<file path="config.mk">
export PLATFORM = sky130hd
export DESIGN_NAME = gf233_sqrt_seq
export DESIGN_NICKNAME = d
export VERILOG_FILES = /design/src/rtl/gf233_sqrt_seq.sv
export SDC_FILE = /design/constraint.sdc
export NUM_CORES = 1
export LEC_CHECK = 0
export ABC_AREA = 1
export CORE_MARGIN = 2
export CORE_UTILIZATION = 30
export CTS_BUF_LIST = sky130_fd_sc_hd__clkbuf_16
export DETAILED_ROUTE_END_ITERATION = 7
export PLACE_DENSITY = 0.59
export SYNTH_ARGS = -nofsm -noshare
export SYNTH_HDL_FRONTEND = slang
export SYNTH_HIERARCHICAL = 1
export SYNTH_SLANG_ARGS = --single-unit
</file>
<file path="constraint.sdc">
create_clock -name clk -period 4.25 [get_ports clk]
set_clock_uncertainty 0.15 [all_clocks]
set_input_delay 0.85 -clock clk [delete_from_list [all_inputs] [get_ports clk]]
set_output_delay 0.85 -clock clk [all_outputs]
set_load 0.02 [all_outputs]
</file>
<file path="src/rtl/gf233_sqrt_seq.sv">
// Sequential multi-squaring unit for GF(2^233), f(x) = x^233 + x^74 + 1.
// Computes a^(2^k); sqrt_mode selects k = 232, which yields the field square root.

// Combinational squarer: spread a[i] onto x^(2i), then fold x^233 = x^74 + 1 from the top down.
module gf233_sqr (
    input  logic [232:0] a,
    output logic [232:0] y
);
    always_comb begin : fold
        logic [464:0] s;
        s = '0;
        for (int i = 0; i < 233; i++) begin
            s[2*i] = a[i];
        end
        // Descending order lets terms that land at or above x^233 get folded again.
        for (int j = 464; j >= 233; j--) begin
            s[j-233] = s[j-233] ^ s[j];
            s[j-159] = s[j-159] ^ s[j];
        end
        y = s[232:0];
    end
endmodule

// state  | meaning
// S_IDLE | waiting for start; d holds the last result
// S_RUN  | applying min(SQ_PER_CYCLE, cnt) squarings per cycle
// S_DONE | one-cycle done pulse, d valid
module gf233_sqrt_seq #(
    parameter int SQ_PER_CYCLE = 1
) (
    input  logic         clk,
    input  logic         rst_n,
    input  logic         start,
    input  logic         sqrt_mode,
    input  logic [7:0]   k_in,
    input  logic [232:0] a,
    output logic [232:0] d,
    output logic         busy,
    output logic         done
);
    if (!(SQ_PER_CYCLE == 1 || SQ_PER_CYCLE == 2 || SQ_PER_CYCLE == 4 || SQ_PER_CYCLE == 8)) begin : g_bad_param
        $error("gf233_sqrt_seq: SQ_PER_CYCLE must be 1, 2, 4 or 8");
    end

    typedef enum logic [1:0] {
        S_IDLE = 2'd0,
        S_RUN  = 2'd1,
        S_DONE = 2'd2
    } state_t;

    localparam logic [7:0] P_STEP = 8'(SQ_PER_CYCLE);

    state_t       state;
    logic [232:0] acc;
    logic [7:0]   cnt;
    logic [7:0]   k_eff;
    logic [7:0]   step;
    logic [232:0] acc_nxt;
    logic [232:0] tap [0:SQ_PER_CYCLE];

    assign k_eff = sqrt_mode ? 8'd232 : k_in;
    assign step  = (cnt < P_STEP) ? cnt : P_STEP;
    assign d     = acc;

    assign tap[0] = acc;
    for (genvar i = 0; i < SQ_PER_CYCLE; i++) begin : g_chain
        gf233_sqr u_sqr (
            .a(tap[i]),
            .y(tap[i+1])
        );
    end

    // Tap n of the chain holds acc^(2^n); the last step of a run may use fewer than SQ_PER_CYCLE.
    always_comb begin
        acc_nxt = tap[0];
        for (int i = 1; i <= SQ_PER_CYCLE; i++) begin
            if (step == 8'(i)) begin
                acc_nxt = tap[i];
            end
        end
    end

    always_ff @(posedge clk or negedge rst_n) begin
        if (!rst_n) begin
            state <= S_IDLE;
            acc   <= '0;
            cnt   <= '0;
            busy  <= 1'b0;
            done  <= 1'b0;
        end else begin
            case (state)
                S_IDLE: begin
                    done <= 1'b0;
                    if (start) begin
                        acc  <= a;
                        cnt  <= k_eff;
                        busy <= 1'b1;
                        if (k_eff == 8'd0) begin
                            state <= S_DONE;
                            done  <= 1'b1;
                        end else begin
                            state <= S_RUN;
                        end
                    end
                end
                S_RUN: begin
                    acc <= acc_nxt;
                    cnt <= cnt - step;
                    if (cnt == step) begin
                        state <= S_DONE;
                        done  <= 1'b1;
                    end
                end
                S_DONE: begin
                    state <= S_IDLE;
                    done  <= 1'b0;
                    busy  <= 1'b0;
                end
                default: begin
                    state <= S_IDLE;
                    done  <= 1'b0;
                    busy  <= 1'b0;
                end
            endcase
        end
    end
endmodule

</file>
==> run summary, run 1 <==
Max_cap viols = 0
Total CTS buffers = 31
Register bit total from synthesis = 245
Syn Inst Count = 2575
Initial core utilization = 0.304
CP cell instances = clkdlybuf4s50_1
Worst path bufs/invs = 1
Crit. End Element = output port
Cell Area, Synth = 15700 sq um
Layout Utilization = 0.418
Share of synthesized registers carrying an async set or reset = 1.00
Clk sinks = 245
Final Hold Violating Endpoints = 0
Critical Path Start Type = flop
DRT Wirelength = 67700 um
Clk buf depth = 3
Worst Path Required = 3.25 ns
Global-route wire length before repair = 99900 um
Commonest cells post-synth = nand2_1 (1422), inv_1 (400), dfrtp_1 (245)
Status = finished clean
Critical Path Sink = d[134]
Boundary Pins = 480
Worst vdd ir = 0.296 mV
Setup Total Neg Slack = 0 ns
R2R Setup Slk = 1.54 ns
NumNets Final = 3165
Main combinational cell family by area after synthesis = simple AND/OR/NAND/NOR gates
DRT iter0 DRCs = 1171
Critical Path AT = 1.98 ns
Resized Gates After CTS = 0
CTS Root Cell = clkbuf_16
Vias in the first global route = 15700
Compound-gate portion of the synthesized area = 0.0822
Pwr per Cell Area = 247 nW/um^2
Synth area leader = dfrtp_1
Number of cells on the critical path = 1
Residual DRC count = 0
Synth area leaders = dfrtp_1 (39%), nand2_1 (34%), inv_1 (9.6%), o21ai_0 (7.3%), buf_4 (4.3%)
Worst Hold Class = input pin to asynchronous set/reset pin
Full die area = 54000 sq um
Setup crit start = d[134]$_DFFE_PN0P_
FF-to-FF path depth = 7
Pin count of the biggest net entering global routing = 142
Clock latency on the worst-skew pair = 0.57 ns
Slowest CP cell = clkdlybuf4s50_1
Slew headroom = 0.287
Peak Freq = 336 MHz
Post-synth EDFFs = 0
H-tree lvl count = 1
RSZ-0062 raised after global routing = false
XOR/XNOR share of the synthesized area = 0
Die span in y = 232 um
Pre-Repair DR Iteration Count = 5
Quantity of I/O buffers inserted on ports = 479
Core Area = 51400 sq um
DIE WIDTH = 232 um
Ys flop type = dfrtp_1
Share of layout cells above drive strength 1 = 0.0353
CTS Hold Bufs = 0
Post-Synth Simple-Gate Area = 0.351
Setup bufs post-CTS = 0
GPL Wtd Cong = 0.881
P&R area growth vs syn = 37.1%
Warning count from the yosys run = 6
Distinct cell type count after synthesis = 20
Antenna Nets Post-Route = 0
Area share of the largest cell type after synthesis = 0.392
CP peak stage delay = 0.76 ns
Critical setup path kind = flop to output port
Average cell area after synthesis = 6.08 sq um
# setup viols final = 0
Initial antenna violation count = 7
Total grt overflow = 0
Slew at the pin with the worst max-slew slack = 1.07 ns
Clk slew on worst S/H paths = 0.06 ns
Most common cell in the synthesized netlist = nand2_1
DR vias = 16400
CTS tree = yes
LEAKAGE = 0.0122 uW
Syn Nets = 2821
Reg2reg start = state[1]$_DFFE_PN0P_
Crit Path Max Fanout = 5
Adder-cell area share of the yosys netlist = 0.000799
Crit Reg-Reg Endpoint = d[81]$_DFFE_PN0P_
Fin. max-slew vios = 0
Detail Placement HPWL = 51600 um
Routed wire per std cell = 18.7 um
Tmin final = 2.98 ns
Top delay family on crit path = buffers and inverters
Row cnt = 83
Sequential share of the synthesized area = 0.392
Vias/cell = 4.52
Post-synthesis mux area share = 0
Final period util = 0.701
Worst hold slack = 0.163 ns
GR Util All Layers = 0.247
Tot Pwr = 5310 uW
worst min path at each step:
stage,start,cells past startpoint,endpoint
finish,rst_n,1,d[76]$_DFFE_PN0P_
detailed placement,busy$_DFFE_PN0P_,2,busy$_DFFE_PN0P_
global route,rst_n,1,d[76]$_DFFE_PN0P_
CTS,rst_n,1,d[76]$_DFFE_PN0P_
global placement,cnt[6]$_DFFE_PN0P_,2,cnt[6]$_DFFE_PN0P_
floorplan,cnt[6]$_DFFE_PN0P_,2,cnt[6]$_DFFE_PN0P_
sequential cells by signal, summed over array words and instances (netlist names):
register  count
d           233
cnt           8
state         2
busy          1
done          1
power by group:
group          total [uW]  switching, uW  leakage [uW]  internal [uW]
clock network        2680           1120      0.000495           1560
registers            2330              0       0.00282           2330
logic                 298           97.3       0.00893            201
metal layers:
metal / vias to the layer above / global-route usage / share of wire
met2: 534 / 0.416 / 0.48
met1: 7647 / 0.332 / 0.44
met4: 8 / 0.0487 / 0.019
met5: - / 0 / 0.00072
met3: 76 / 0.0428 / 0.064
li1: 8146 / - / -
logic make-up after synthesis:
| kind of cell | Yosys count |
|---|---|
| AND/OR/NAND/NOR | 1454 |
| adder cells (fa/ha/maj) | 1 |
| AO/OA/AOI/OAI | 251 |
| buffers and inverters | 624 |
| flip-flops | 245 |
area by class of cell:
type | count | area, sq um
Fill cell | 5520 | 29900
Clock buffer | 31 | 776
Tap cell | 680 | 851
Timing Repair Buffer | 495 | 5020
Inverter | 440 | 1660
Antenna cell | 4 | 10.0
Multi-Input combinational cell | 1706 | 6790
Sequential cell | 245 | 6130
Clock inverter | 26 | 226
placed cells by master (no fill, tap or decap), types with 2 or more instances in the layout:
master / netlist / final
clkinv_1: 0 / 11
buf_4: 90 / 8
clkbuf_16: 0 / 31
nand4_1: 4 / 4
clkinvlp_4: 0 / 2
clkinv_2: 0 / 5
clkinv_4: 0 / 2
o221ai_1: 3 / 3
nand3_1: 8 / 8
diode_2: 0 / 4
dfrtp_1: 245 / 245
clkdlybuf4s50_1: 0 / 478
inv_1: 400 / 402
nor2_1: 18 / 18
o21ai_0: 228 / 228
a21oi_1: 2 / 2
o21ai_1: 16 / 16
inv_2: 40 / 39
buf_12: 0 / 8
nand2_1: 1422 / 1422
bufinv_16: 0 / 4
per-stage QoR:
step / setup slack, ns / instance area [sq um] / instances
finish: 1.27 / 21500 / 3627
floorplan: 2.27 / 15700 / 2575
global placement: 1.04 / 20500 / 3566
global route: 1.23 / 21500 / 3625
CTS: 1.24 / 21500 / 3623
detailed placement: 0.982 / 20500 / 3566
No activity file was read; power rests on OpenSTA's default activity.
==> run 2, diff against run 1 <==
--- a/config.mk
+++ b/config.mk
@@ -10,7 +10,7 @@
 export CORE_UTILIZATION = 30
 export CTS_BUF_LIST = sky130_fd_sc_hd__clkbuf_16
 export DETAILED_ROUTE_END_ITERATION = 7
-export PLACE_DENSITY = 0.59
+export PLACE_DENSITY = 0.61
 export SYNTH_ARGS = -nofsm -noshare
 export SYNTH_HDL_FRONTEND = slang
 export SYNTH_HIERARCHICAL = 1
==> constraint.sdc (replaced) <==
create_clock -name clk -period 2.4 [get_ports clk]
set_clock_uncertainty 0.15 [all_clocks]
set_input_delay 0.48 -clock clk [delete_from_list [all_inputs] [get_ports clk]]
set_output_delay 0.48 -clock clk [all_outputs]
set_load 0.02 [all_outputs]
==> run summary, run 2 (synthesis results as in run 1) <==
Status = finished clean
Clk pwr share = 0.508
CP peak stage delay = 0.66 ns
Seq pwr share = 0.436
Register Area = 6140 sq um
Detail Placement HPWL = 54400 um
Top delay family on crit path = buffers and inverters
Boundary Pins = 480
DIE WIDTH = 232 um
Fin. max-slew vios = 0
Worst Path Required = 1.77 ns
Max reg flops = 233
Total CTS buffers = 31
Worst Hold Class = input pin to asynchronous set/reset pin
LEAKAGE = 0.0128 uW
Clk buf depth = 3
Setup WS pre-CTS = 0.0475 ns
H-tree lvl count = 1
Final WS setup = 0.0414 ns
DRT iter0 DRCs = 1227
GPL Wtd Cong = 0.884
RSZ-0062 raised after global routing = false
Logic gate share of total power = 0.056
GR Util All Layers = 0.252
Critical setup path kind = flop to output port
Vias in the first global route = 15300
Clock latency on the worst-skew pair = 0.58 ns
Area of the multi-input gates = 6790 sq um
Pwr per Cell Area = 428 nW/um^2
Slowest CP cell = clkdlybuf4s50_1
Initial antenna violation count = 11
Pre-Repair DR Iteration Count = 7
Quantity of I/O buffers inserted on ports = 479
CTS tree = yes
Fill cells = 5373
Tmin final = 2.36 ns
Antenna Nets Post-Route = 0
Slew at the pin with the worst max-slew slack = 0.512 ns
Residual DRC count = 0
P&R area growth vs syn = 41.3%
Die span in y = 232 um
NumNets Final = 3230
Final std cells w/o fill = 3697
Crit Path Max Fanout = 3
Share of layout cells above drive strength 1 = 0.0585
Core Area = 51400 sq um
Peak Freq = 424 MHz
Row cnt = 83
Total grt overflow = 0
Critical Path AT = 1.73 ns
Worst vdd ir = 0.493 mV
Crit. End Element = output port
Worst hold slack = 0.261 ns
Global-route wire length before repair = 100000 um
Slew headroom = 0.659
Worst path bufs/invs = 1
Clk sinks = 245
Most frequent cells in the layout = nand2_1 (1422), clkdlybuf4s50_1 (437), inv_1 (405), dfrtp_1 (235), o21ai_0 (228)
Clk slew on worst S/H paths = 0.06 ns
CTS Root Cell = clkbuf_16
Net switching power = 2120 uW
Routed wire per std cell = 18.8 um
Max_cap viols = 0
CP cell instances = clkdlybuf4s50_1
# setup viols final = 0
DR vias = 16300
Pin count of the biggest net entering global routing = 94
Setup Total Neg Slack = 0 ns
Net Sw Frac = 0.224
Critical Path Start Type = flop
Initial core utilization = 0.304
Full die area = 54000 sq um
Final period util = 0.983
Commonest non-fill, non-tap cell in the layout = nand2_1
Final Hold Violating Endpoints = 0
Vias/cell = 4.40
DRT Wirelength = 69400 um
Cell Int Power = 7350 uW
Tot Pwr = 9470 uW
Post-placement cell count = 3630
[run 2: cell types whose count changed in the layout (fill, tap and decap cells not counted), sizes merged]
cell	before	now
bufinv	4	5
diode	4	9
clkinvlp	2	0
dlygate4sd2	0	26
buf	17	81
dlymetal6s2s	0	15
dlygate4sd3	0	1
inv	442	445
clkinv	18	16
clkdlybuf4s50	478	437
[run 2: routing by layer]
layer / GRT usage / vias to the layer above / wire length [um]
met5: 0 / - / 29
met4: 0.0903 / 4 / 2680
met3: 0.0485 / 101 / 4380
met2: 0.402 / 517 / 31600
met1: 0.338 / 7360 / 30700
li1: - / 8301 / -
[run 2: timing repair]
action                                  4_1_cts  5_1_grt
hold buffers                                  1        0
endpoints found under the setup margin       34       16
endpoints found under the hold margin        48        0
buffers inserted                              0        0
gates resized for setup                      35       16
[run 2: metrics by stage]
stage	cell area (sq um)	utilization
finish	22100	0.430
global route	22100	0.430
CTS	22100	0.429
detailed placement	21100	0.410
global placement	21100	0.410
floorplan	15700	-
[run 2: final cells by class]
cell class                 instances  area share
clock inverter                    26      0.0107
tap                              680      0.0385
clock buffer                      31      0.0351
inverter                         440      0.0750
timing repair buffer             560       0.255
sequential                       245       0.278
antenna                            9     0.00102
multi-input combinational       1706       0.307
[run 2: power by group through the flow]
stage	clock network, uW	registers (uW)	logic [uW]
2_1_floorplan	0	4210	5.11
3_3_place_gp	0	4210	529
3_5_place_dp	0	4210	530
4_1_cts	4900	4130	536
5_1_grt	5070	4130	568
6_report	4810	4130	528
[run 2: path summary, 6_finish.rpt]
kind	from	endpoint	slack [ns]	cells past startpoint
min	rst_n	d[77]$_DFFE_PN0P_	0.26	2
max	d[97]$_DFFE_PN0P_	d[97]	0.04	1
min reg2reg	busy$_DFFE_PN0P_	busy$_DFFE_PN0P_	0.34	2
max in group asynchronous	rst_n	d[205]$_DFFE_PN0P_	1.07	3
max reg2reg	cnt[2]$_DFFE_PN0P_	cnt[4]$_DFFE_PN0P_	0.25	12
min in group clk	busy$_DFFE_PN0P_	busy$_DFFE_PN0P_	0.34	2
==> run 3, diff against run 2 <==
--- a/config.mk
+++ b/config.mk
@@ -6,6 +6,7 @@
 export NUM_CORES = 1
 export LEC_CHECK = 0
 export ABC_AREA = 1
+export CORE_ASPECT_RATIO = 0.5
 export CORE_MARGIN = 2
 export CORE_UTILIZATION = 30
 export CTS_BUF_LIST = sky130_fd_sc_hd__clkbuf_16
==> run summary, run 3 (synthesis results as in run 1) <==
Share of layout cells above drive strength 1 = 0.0537
Tmin final = 2.37 ns
Number of cells on the critical path = 1
Final WS setup = 0.0310 ns
Crit Path Max Fanout = 6
Pre-Repair DR Iteration Count = 6
NumNets Final = 3207
Status = finished clean
Most frequent cells in the layout = nand2_1 (1422), clkdlybuf4s50_1 (452), inv_1 (401), dfrtp_1 (235), o21ai_0 (228)
DR vias = 16400
Fill cells = 5401
Clock latency on the worst-skew pair = 0.56 ns
Post-placement cell count = 3632
Initial antenna violation count = 13
Final period util = 0.987
Total grt overflow = 0
Clk buf depth = 3
Global-route wire length before repair = 97100 um
Setup bufs post-CTS = 0
Placed inst area = 21000 sq um
Worst path bufs/invs = 1
Critical Path Start Type = flop
Area of the multi-input gates = 6790 sq um
Antenna Nets Post-Route = 0
Setup Total Neg Slack = 0 ns
Commonest non-fill, non-tap cell in the layout = nand2_1
CP cell instances = clkdlybuf4s50_1
P&R area growth vs syn = 40.6%
Peak Freq = 422 MHz
# setup viols final = 0
DRT iter0 DRCs = 1572
Critical Path Sink = d[221]
R2R Setup Slk = 0.30 ns
GPL Wtd Cong = 0.960
Initial core utilization = 0.302
Boundary Pins = 480
DRT Wirelength = 67700 um
Reg2reg start = cnt[2]$_DFFE_PN0P_
Die span in y = 166 um
Row cnt = 59
Tot Pwr = 9470 uW
Post-route design area = 22000 sq um
Total CTS buffers = 27
Routed wire per std cell = 18.3 um
Critical Path AT = 1.74 ns
Crit Reg-Reg Endpoint = cnt[4]$_DFFE_PN0P_
LEAKAGE = 0.0125 uW
Vias in the first global route = 15100
Slew at the pin with the worst max-slew slack = 0.610 ns
Vias/cell = 4.44
H-tree lvl count = 1
Crit. End Element = output port
Cell Int Power = 7400 uW
RSZ-0062 raised after global routing = false
Core Area = 51700 sq um
Net switching power = 2070 uW
CTS Root Cell = clkbuf_16
Worst Hold Class = input pin to asynchronous set/reset pin
Fin. max-slew vios = 0
Slowest CP cell = clkdlybuf4s50_1
CP peak stage delay = 0.70 ns
Clk sinks = 245
Pwr per Cell Area = 430 nW/um^2
Critical setup path kind = flop to output port
Seq pwr share = 0.436
Final std cells w/o fill = 3696
Max reg flops = 233
Setup crit start = d[221]$_DFFE_PN0P_
Logic gate share of total power = 0.057
Slew headroom = 0.594
Quantity of I/O buffers inserted on ports = 479
Pin count of the biggest net entering global routing = 99
Max_cap viols = 0
Net Sw Frac = 0.219
Worst vdd ir = 0.464 mV
Full die area = 54100 sq um
Top delay family on crit path = buffers and inverters
DIE WIDTH = 327 um
Worst Path Required = 1.77 ns
Clk pwr share = 0.507
FF-to-FF path depth = 12
CTS tree = yes
GR Util All Layers = 0.241
Detail Placement HPWL = 53100 um
Setup WS pre-CTS = -0.0102 ns
Final Hold Violating Endpoints = 0
Clk slew on worst S/H paths = 0.06 ns
Residual DRC count = 0
Register Area = 6140 sq um
[run 3: cell count changes in the layout (fill, tap and decap cells not counted), moves of 2 or more]
cell	delta
buf_4	-20
bufinv_16	+3
clkbuf_16	-4
clkdlybuf4s50_1	+15
clkinv_1	-5
clkinv_2	+2
diode_2	+4
dlygate4sd2_1	-10
dlymetal6s2s_1	-5
inv_1	-4
[run 3: per-layer routing]
metal  share of wire  track usage  wire length (um)
met1            0.41        0.306             28000
met3           0.044       0.0259              3010
met5               0            0                 0
met4           0.037       0.0976              2520
met2            0.51        0.422             34200
[run 3: layout make-up]
class,count,share of cell area
repair buffers,541,0.250
diodes,13,0.00148
clock buffers,27,0.0307
multi-input cells,1706,0.309
well taps,701,0.0399
inverters,440,0.0754
flip-flops and latches,245,0.279
clock inverters,23,0.0142
[run 3: timing repair]
item	CTS	global route
endpoints found under the setup margin	23	12
pin swaps	0	0
endpoints found under the hold margin	40	0
hold buffers	1	0
resized for setup	25	12
[run 3: worst min-delay path by stage]
stage / startpoint / end / slack, ns / depth (start not counted)
final: rst_n / d[38]$_DFFE_PN0P_ / 0.29 / 2
after global routing: rst_n / d[38]$_DFFE_PN0P_ / 0.31 / 2
after global placement: rst_n / d[156]$_DFFE_PN0P_ / 0.29 / 1
after floorplan: rst_n / busy$_DFFE_PN0P_ / 0.03 / 0
after detailed placement: rst_n / d[38]$_DFFE_PN0P_ / 0.28 / 1
after CTS: rst_n / d[38]$_DFFE_PN0P_ / 0.29 / 2
[run 3: power groups by stage]
stage	combinational, uW	clock [uW]	sequential (uW)
6_report	541	4800	4130
5_1_grt	575	5050	4130
4_1_cts	547	4850	4130
3_5_place_dp	543	0	4210
3_3_place_gp	543	0	4210
2_1_floorplan	5.11	0	4210
[run 3: through the flow]
stage	hold WS [ns]	util
2_1_floorplan	0.0344	-
3_3_place_gp	0.287	0.405
3_5_place_dp	0.281	0.405
4_1_cts	0.285	0.424
5_1_grt	0.306	0.425
6_report	0.290	0.425
